[src/rtl/bist_pkg.sv]
// Shared types and constants for the JTAG BIST sequencer: state encoding,
// LFSR/MISR feedback taps, configuration field indices and the default seed.
package bist_pkg;

  typedef enum logic [1:0] {
    ST_IDLE = 2'd0,
    ST_LOAD = 2'd1,
    ST_RUN  = 2'd2,
    ST_DONE = 2'd3
  } bist_state_e;

  // Taps 16,14,13,11 of a maximal-length 16-bit Fibonacci register
  localparam logic [15:0] TAP_MASK     = 16'hB400;
  localparam int          CNT_MSB      = 11;
  localparam int          CNT_LSB      = 0;
  localparam logic [15:0] DEFAULT_SEED = 16'hACE1;

  // An all-zero seed would lock the LFSR, so it is replaced by 1
  function automatic logic [15:0] fixSeed(input logic [15:0] seed);
    return (seed == 16'h0000) ? 16'h0001 : seed;
  endfunction

endpackage

[src/rtl/bist_lfsr16.sv]
// 16-bit shift register with parallel load, shift enable and XOR-in data port;
// serves as the stimulus LFSR (data tied to 0) and as the response MISR.
module bist_lfsr16
  import bist_pkg::*;
#(
  parameter logic [15:0] RESET_VAL = 16'h0000
) (
  input  logic        clock_i,
  input  logic        reset_i,
  input  logic        load_i,
  input  logic [15:0] loadVal_i,
  input  logic        en_i,
  input  logic [15:0] data_i,
  output logic [15:0] q_o
);

  logic [15:0] shift_q;
  logic [15:0] shift_d;

  always_comb begin
    shift_d = shift_q;
    if (load_i) begin
      shift_d = loadVal_i;
    end else if (en_i) begin
      shift_d = {shift_q[14:0], ^(shift_q & TAP_MASK)} ^ data_i;
    end
  end

  always_ff @(posedge clock_i or posedge reset_i) begin
    if (reset_i) begin
      shift_q <= RESET_VAL;
    end else begin
      shift_q <= shift_d;
    end
  end

  assign q_o = shift_q;

endmodule

[src/rtl/bist_sequencer.sv]
// BIST sequencer between the TAP BIST register and the CUT: LFSR stimulus, MISR
// compaction, done/pass status. Golden comparator built only with BIST_GOLDEN_CMP_EN.
module bist_sequencer
  import bist_pkg::*;
#(
  parameter int          CUT_W      = 16,
  parameter logic [15:0] SEED       = DEFAULT_SEED,
  parameter logic [15:0] GOLDEN_SIG = 16'h0000
) (
  input  logic             clock_i,
  input  logic             reset_i,
  input  logic             BIST_FSM_RES_i,
  input  logic             BIST_clk_en_i,
  input  logic             BIST_Mode_Sel_i,
  input  logic [15:0]      From_BIST_reg_i,
  input  logic [CUT_W-1:0] CUT_resp_i,
  output logic [CUT_W-1:0] CUT_stim_o,
  output logic [15:0]      To_BIST_reg_o,
  output logic             BIST_busy_o,
  output logic             BIST_done_o,
  output logic             BIST_pass_o
);

  localparam logic [15:0] SeedEff = fixSeed(SEED);

  bist_state_e state_q, state_d;
  logic [11:0] cnt_q, cnt_d;
  logic        busy_q, busy_d;
  logic        done_q, done_d;
  logic        restart;
  logic        loadEn;
  logic        advEn;
  logic [11:0] patCount;
  logic [15:0] lfsr;
  logic [15:0] misr;
  logic [15:0] respExt;

  assign patCount = From_BIST_reg_i[CNT_MSB:CNT_LSB];
  assign restart  = BIST_FSM_RES_i & BIST_Mode_Sel_i;
  // A restart always pre-empts loading or advancing in the same cycle
  assign loadEn   = (state_q == ST_LOAD) & BIST_Mode_Sel_i & ~restart;
  assign advEn    = (state_q == ST_RUN) & BIST_Mode_Sel_i & ~restart & BIST_clk_en_i;

  always_comb begin
    respExt = '0;
    respExt[CUT_W-1:0] = CUT_resp_i;
  end

  bist_lfsr16 #(.RESET_VAL(SeedEff)) u_lfsr (
    .clock_i  (clock_i),
    .reset_i  (reset_i),
    .load_i   (loadEn),
    .loadVal_i(SeedEff),
    .en_i     (advEn),
    .data_i   (16'h0000),
    .q_o      (lfsr)
  );

  bist_lfsr16 #(.RESET_VAL(16'h0000)) u_misr (
    .clock_i  (clock_i),
    .reset_i  (reset_i),
    .load_i   (loadEn),
    .loadVal_i(16'h0000),
    .en_i     (advEn),
    .data_i   (respExt),
    .q_o      (misr)
  );

  always_comb begin
    state_d = state_q;
    cnt_d   = cnt_q;
    if (restart) begin
      state_d = ST_LOAD;
    end else begin
      case (state_q)
        ST_LOAD: begin
          if (!BIST_Mode_Sel_i) begin
            state_d = ST_IDLE;
          end else begin
            cnt_d   = patCount;
            state_d = (patCount != 12'd0) ? ST_RUN : ST_DONE;
          end
        end
        ST_RUN: begin
          if (!BIST_Mode_Sel_i) begin
            state_d = ST_IDLE;
          end else if (BIST_clk_en_i) begin
            cnt_d = cnt_q - 12'd1;
            if (cnt_q == 12'd1) begin
              state_d = ST_DONE;
            end
          end
        end
        ST_IDLE, ST_DONE: state_d = state_q;
        default: state_d = ST_IDLE;
      endcase
    end
    // Status flags are registered from the next state so they align with it
    busy_d = (state_d == ST_LOAD) || (state_d == ST_RUN);
    done_d = (state_d == ST_DONE);
  end

  always_ff @(posedge clock_i or posedge reset_i) begin
    if (reset_i) begin
      state_q <= ST_IDLE;
      cnt_q   <= 12'd0;
      busy_q  <= 1'b0;
      done_q  <= 1'b0;
    end else begin
      state_q <= state_d;
      cnt_q   <= cnt_d;
      busy_q  <= busy_d;
      done_q  <= done_d;
    end
  end

  assign CUT_stim_o    = (state_q == ST_RUN) ? lfsr[CUT_W-1:0] : '0;
  assign To_BIST_reg_o = misr;
  assign BIST_busy_o   = busy_q;
  assign BIST_done_o   = done_q;

`ifdef BIST_GOLDEN_CMP_EN
  assign BIST_pass_o = done_q & (misr == GOLDEN_SIG);
  logic unusedCfg;
  assign unusedCfg = ^From_BIST_reg_i[15:12];
`else
  // Signature is judged off-chip through To_BIST_reg
  assign BIST_pass_o = 1'b0;
  logic unusedCfg;
  assign unusedCfg = ^{From_BIST_reg_i[15:12], GOLDEN_SIG};
`endif

endmodule

[config.mk]
export PLATFORM = sky130hd
export DESIGN_NAME = bist_sequencer
export DESIGN_NICKNAME = d
export VERILOG_FILES = /design/src/rtl/bist_pkg.sv /design/src/rtl/bist_lfsr16.sv /design/src/rtl/bist_sequencer.sv
export SDC_FILE = /design/constraint.sdc
export NUM_CORES = 1
export LEC_CHECK = 0
export ABC_AREA = 1
export BUFFER_PORTS_ARGS = -buffer_cell sky130_fd_sc_hd__buf_2
export CORE_ASPECT_RATIO = 1.4
export CORE_MARGIN = 1
export CORE_UTILIZATION = 33
export CTS_CLUSTER_SIZE = 24
export DETAILED_ROUTE_END_ITERATION = 10
export GPL_TIMING_DRIVEN = 1
export HOLD_SLACK_MARGIN = 0.15
export PLACE_DENSITY = 0.51
export SETUP_SLACK_MARGIN = 0.3
export SLEW_MARGIN = 20
export SYNTH_ARGS = -nofsm -noshare
export SYNTH_HDL_FRONTEND = slang
export SYNTH_HIERARCHICAL = 1
export SYNTH_SLANG_ARGS = --single-unit
[constraint.sdc]
create_clock -name clock_i -period 1.9 [get_ports clock_i]
set_input_delay 0.095 -clock clock_i [delete_from_list [all_inputs] [get_ports clock_i]]
set_output_delay 0.095 -clock clock_i [all_outputs]
set_load 0.1 [all_outputs]
* Word-level counts from Yosys, hierarchy flattened
Index checks and enable logic that the tools add are counted.
** Word-level totals
- Register bits after elaboration :: 48
- Input port bits :: 37
- Output and inout bits :: 35
- Word-level logic and storage cells :: 50
** Cells by class
- Add/subtract/negate cells :: 1
- Equality and inequality tests :: 10
- Mux-type cells :: 16
- Bitwise gates (word level) :: 8
- Reductions and logical operators :: 9
** Operators with widths (number)
- $mux 16 :: 5
- $mux 12 :: 3
- $reduce_xor 16->1 :: 2
- $pmux 12 s2 :: 1
- $xor 16x16->16 :: 1
- $eq 12x1->1 const B :: 1
- $reduce_bool 12->1 :: 1
- $sub 12x1->12 const B :: 1
- $mux 2 :: 5
- $eq 2x2->1 const B :: 4
- $and 1x1->1 :: 6
- $ne 2x2->1 const B :: 3
- $pmux 2 s3 :: 1
- $reduce_and 5->1 :: 1
- $eq 2x1->1 const B :: 2
- $reduce_bool 2->1 :: 2
- $logic_not 2->1 :: 1
- $reduce_or 2->1 :: 1
- $logic_or 1x1->1 :: 1
- $mux 1 :: 1
- $not 1->1 :: 1

* Logic depth before layout (Yosys ltp)
- Word-level depth :: 8
- Depth in mapped cells :: 10
- Mapped depth without buffers :: 10

* By module
The synthesis kept the hierarchy.
** Modules (own cells, without submodules)
- bist_sequencer :: instances 1, cells an instance 205, area each 1285.0 µm², sequential area each 400.4 µm²
- bist_lfsr16 at u_lfsr :: instances 1, cells an instance 104, area each 988.4 µm², sequential area each 410.4 µm²
- bist_lfsr16 at u_misr :: instances 1, cells an instance 104, area each 978.4 µm², sequential area each 400.4 µm²

* Worst setup path before layout
No wires, ideal clock.
- Path kind :: reg2out
- Start :: reg state_q[0]
- End :: out CUT_stim_o[10]
- Arrival :: 2199 ps
- Data required time :: 1805 ps
- Slack :: -394 ps
- Cell stages (with the launch flop) :: 6
- Buffers on the path :: 2
- Path through :: dfrtp_1 -> nor2_4 -> inv_2 -> buf_2 -> buf_2 -> nor2_1
** On the way
- Cells in the longest elaborated chain, start to end :: 2
** Ends and longest elaborated chain
- start, declared :: RTL line bist_sequencer.sv:26 : bist_state_e state_q, state_d;
- start signal, assigned :: RTL line bist_sequencer.sv:110 : state_q <= state_d;
- $eq 2x2->1 :: RTL line bist_sequencer.sv:117 : assign CUT_stim_o = (state_q == ST_RUN) ? lfsr[CUT_W-1:0] : '0;
- $mux 16 :: RTL line bist_sequencer.sv:117
- end, declared :: RTL line bist_sequencer.sv:17 : output logic [CUT_W-1:0] CUT_stim_o,
No other way between the ends.

* Worst setup path after layout
- Start :: reg state_q[0]
- End :: out CUT_stim_o[15]
Same word-level chain as after synthesis.

==> impl_metrics.ini <==
[floorplan]
num_rows = 42
ios = 72
dieArea_um2 = 10300
coreArea_um2 = 9510
initial_utilization_pct = 34.2
die_x_um = 85.9
fp.dieH_um = 119

[yosys]
syn-cell-area_um2 = 3250
yosysTopAreaCellShare_pct = 30.8
synth.distinct_cells = 34
yosys_warnings = 6
ys_seq_area_share_pct = 37.2
avgSynthCellArea_um2 = 7.87
netlist_instances = 413
synth_area_leaders = dfrtp_1 (31%), nand2_1 (14%), xnor2_1 (8.6%), o211ai_2 (8.1%), dfstp_2 (6.5%)
synth_top_area_cell = dfrtp_1
synth-seq-cells = 48

[clocking]
cts_tree = built
clock_sinks = 48
htree_levels = 2
clk_latency_ns = 0.29
root_buffer = clkbuf_16
clk_pin_slew_worst_paths_ns = 0.07
cts_made_buffers = 5
max-clock-path-buffers = 2

[power]
p_clk_share_pct = 20.8
switchingPower_mw = 2.92
p_comb_share_pct = 49.9
p_per_area_nw_per_um2 = 1260
power.internal_mw = 3.28
leakage_nw = 2.31
switching_share_pct = 47.1
pwr-share-seq_pct = 29.3
irDropWorstVdd_uv = 606

[route]
drc = 0
wl_per_cell_um = 11.7
via_per_inst = 4.25
drtPass1Iterations = 4
ant_nets = 0
first_iter_violations = 126
wirelength_um = 8120
vias = 2943

[worst_setup_path]
crit_required_ns = 1.80
critPathArrivalTime_ns = 1.51
worstRegToRegCells = 9
critPathKind = reg -> out
rrSetupSlack_ns = 0.34
timing.rr.end = u_lfsr/q_o[8]
crit_path_end_kind = output pin
rr_startpoint = state_q[0]
startpoint_type = register
worst-path-max-fanout = 6

[status]
status = finished, final reports clean

[hold_path]
hp-class = in -> reg
min_from = BIST_FSM_RES_i
hold_depth = 3
hold_path_end = state_q[1]

[finish]
final_cells = 692
syn2layout_area_growth_pct = 50.9
layout-drive-gt1-share_pct = 29.5
design_area_um2 = 4910
layout_commonest_cell = nand2_1
nNetsFinal = 598
mostFrequentLayoutCells = nand2_1 (116), inv_1 (52), conb_1 (51), buf_2 (50), dfrtp_1 (39)

[timing]
hold_violations = 0
fmax_mhz = 624
rsz0062_at_grt = yes
slew_violations = 0
period_minus_slack_ns = 1.60
setup_viol = 0
clock_skew_ns = 0.00528
worstMarginPinSlew_ns = 0.680
finalCritPeriodShare_pct = 84.3
max_slew_margin_pct = 54.6

[placement]
globalplace.congestion = 0.837
post-place-cells = 651
portBuffers = 66
hpwlAfterDp_um = 5540
postPlaceCellArea_um2 = 4140

[global_routing]
grt_pass1_vias = 2975
grt_util_all_layers_pct = 16.9
antenna_found_initial = 0
grt_pass1_wl_um = 13700
overflow = 0
grt_start_max_net_pins = 19

[job]
drv_cap = 0
worst max path at each step:
stage / cells after the start / slack [ns] / to / start
floorplan: 5 / -0.005 / CUT_stim_o[10] / state_q[0]
finish: 6 / 0.30 / CUT_stim_o[15] / state_q[0]
global route: 6 / 0.23 / CUT_stim_o[15] / state_q[0]
global placement: 9 / 0.24 / u_misr/q_o[0] / state_q[1]
detailed placement: 9 / 0.23 / u_misr/q_o[0] / state_q[1]
CTS: 10 / 0.30 / u_lfsr/q_o[5] / state_q[1]
layer usage:
layer | GRT usage, % | share of wire [%] | vias up
met2 | 30.7 | 52 | 44
met5 | 0 | 0 | -
met4 | 5.73 | 1.7 | 0
met3 | 2.77 | 2.9 | 8
met1 | 19.7 | 43 | 1350
li1 | - | - | 1541
cells by family after synthesis:
| group | after synthesis | share of synthesized area [%] |
|---|---|---|
| compound gates | 57 | 15.4 |
| xor+xnor | 34 | 9.16 |
| fa+ha+maj | 3 | 1.15 |
| buf+inv | 71 | 10.8 |
| flops | 48 | 37.2 |
| other cells | 2 | 0.231 |
| simple gates | 198 | 26.0 |
state kept, by name, summed over array words and instances, names as in the netlist:
signal,cells
BIST_busy_o,1
u_lfsr/q_o,16
BIST_done_o,1
state_q,2
cnt_q,12
u_misr/q_o,16
power by group through the flow:
stage / logic (mW) / registers, mW / clock network, mW
2_1_floorplan: 1.45 / 2.70 / 0
3_3_place_gp: 2.87 / 1.82 / 0
3_5_place_dp: 2.90 / 1.84 / 0
4_1_cts: 3.08 / 1.82 / 1.33
5_1_grt: 3.31 / 1.87 / 1.35
6_report: 3.09 / 1.82 / 1.29
final cells by class:
class                           count  area, µm²
Multi-Input combinational cell    343       2050
Fill cell                         903       4600
Antenna cell                        1       2.50
Tap cell                          132        165
Sequential cell                    48       1210
Clock inverter                      3       90.1
Clock buffer                        5        125
Inverter                           56        223
Timing Repair Buffer              104       1040
cell usage after synthesis (all sizes together):
cell type,number
nand2,125
inv,56
nor2,45
dfrtp,40
xnor2,32
o211ai,27
nand3,24
buf,15
o21ai,13
a21oi,8
dfstp,8
o221ai,4
ha,3
a22oi,2
conb,2
nand4,2
xor2,2
nor3,1
nor4,1
o21a,1
o21bai,1
o22ai,1
stage by stage:
stage | worst slack (ns) | hold slack, ns | utilization [%] | power (mW) | setup TNS, ns
after floorplan | -0.00479 | 0.00301 | - | 4.14 | -0.0479
after global placement | 0.242 | 0.253 | 43.5 | 4.69 | 0
after detailed placement | 0.230 | 0.244 | 43.5 | 4.73 | 0
after CTS | 0.302 | 0.151 | 50.6 | 6.23 | 0
after global routing | 0.231 | 0.161 | 51.6 | 6.54 | 0
final | 0.297 | 0.163 | 51.6 | 6.20 | 0
what timing repair did:
action	4_1_cts	5_1_grt
hold buffers	19	0
endpoints found under the setup margin	48	52
endpoints found under the hold margin	58	0
gates cloned	2	1
setup buffers	6	4
resized for setup	27	12
pin swaps	3	9
worst max-delay path, cell delays in order (launching register included):
cell	delay [ns]
dfrtp_1	0.43
nor2_4	0.16
buf_12	0.13
inv_8	0.04
buf_12	0.14
nor2_4	0.13
buf_12	0.18
No activity file was read; power rests on OpenSTA's default activity.
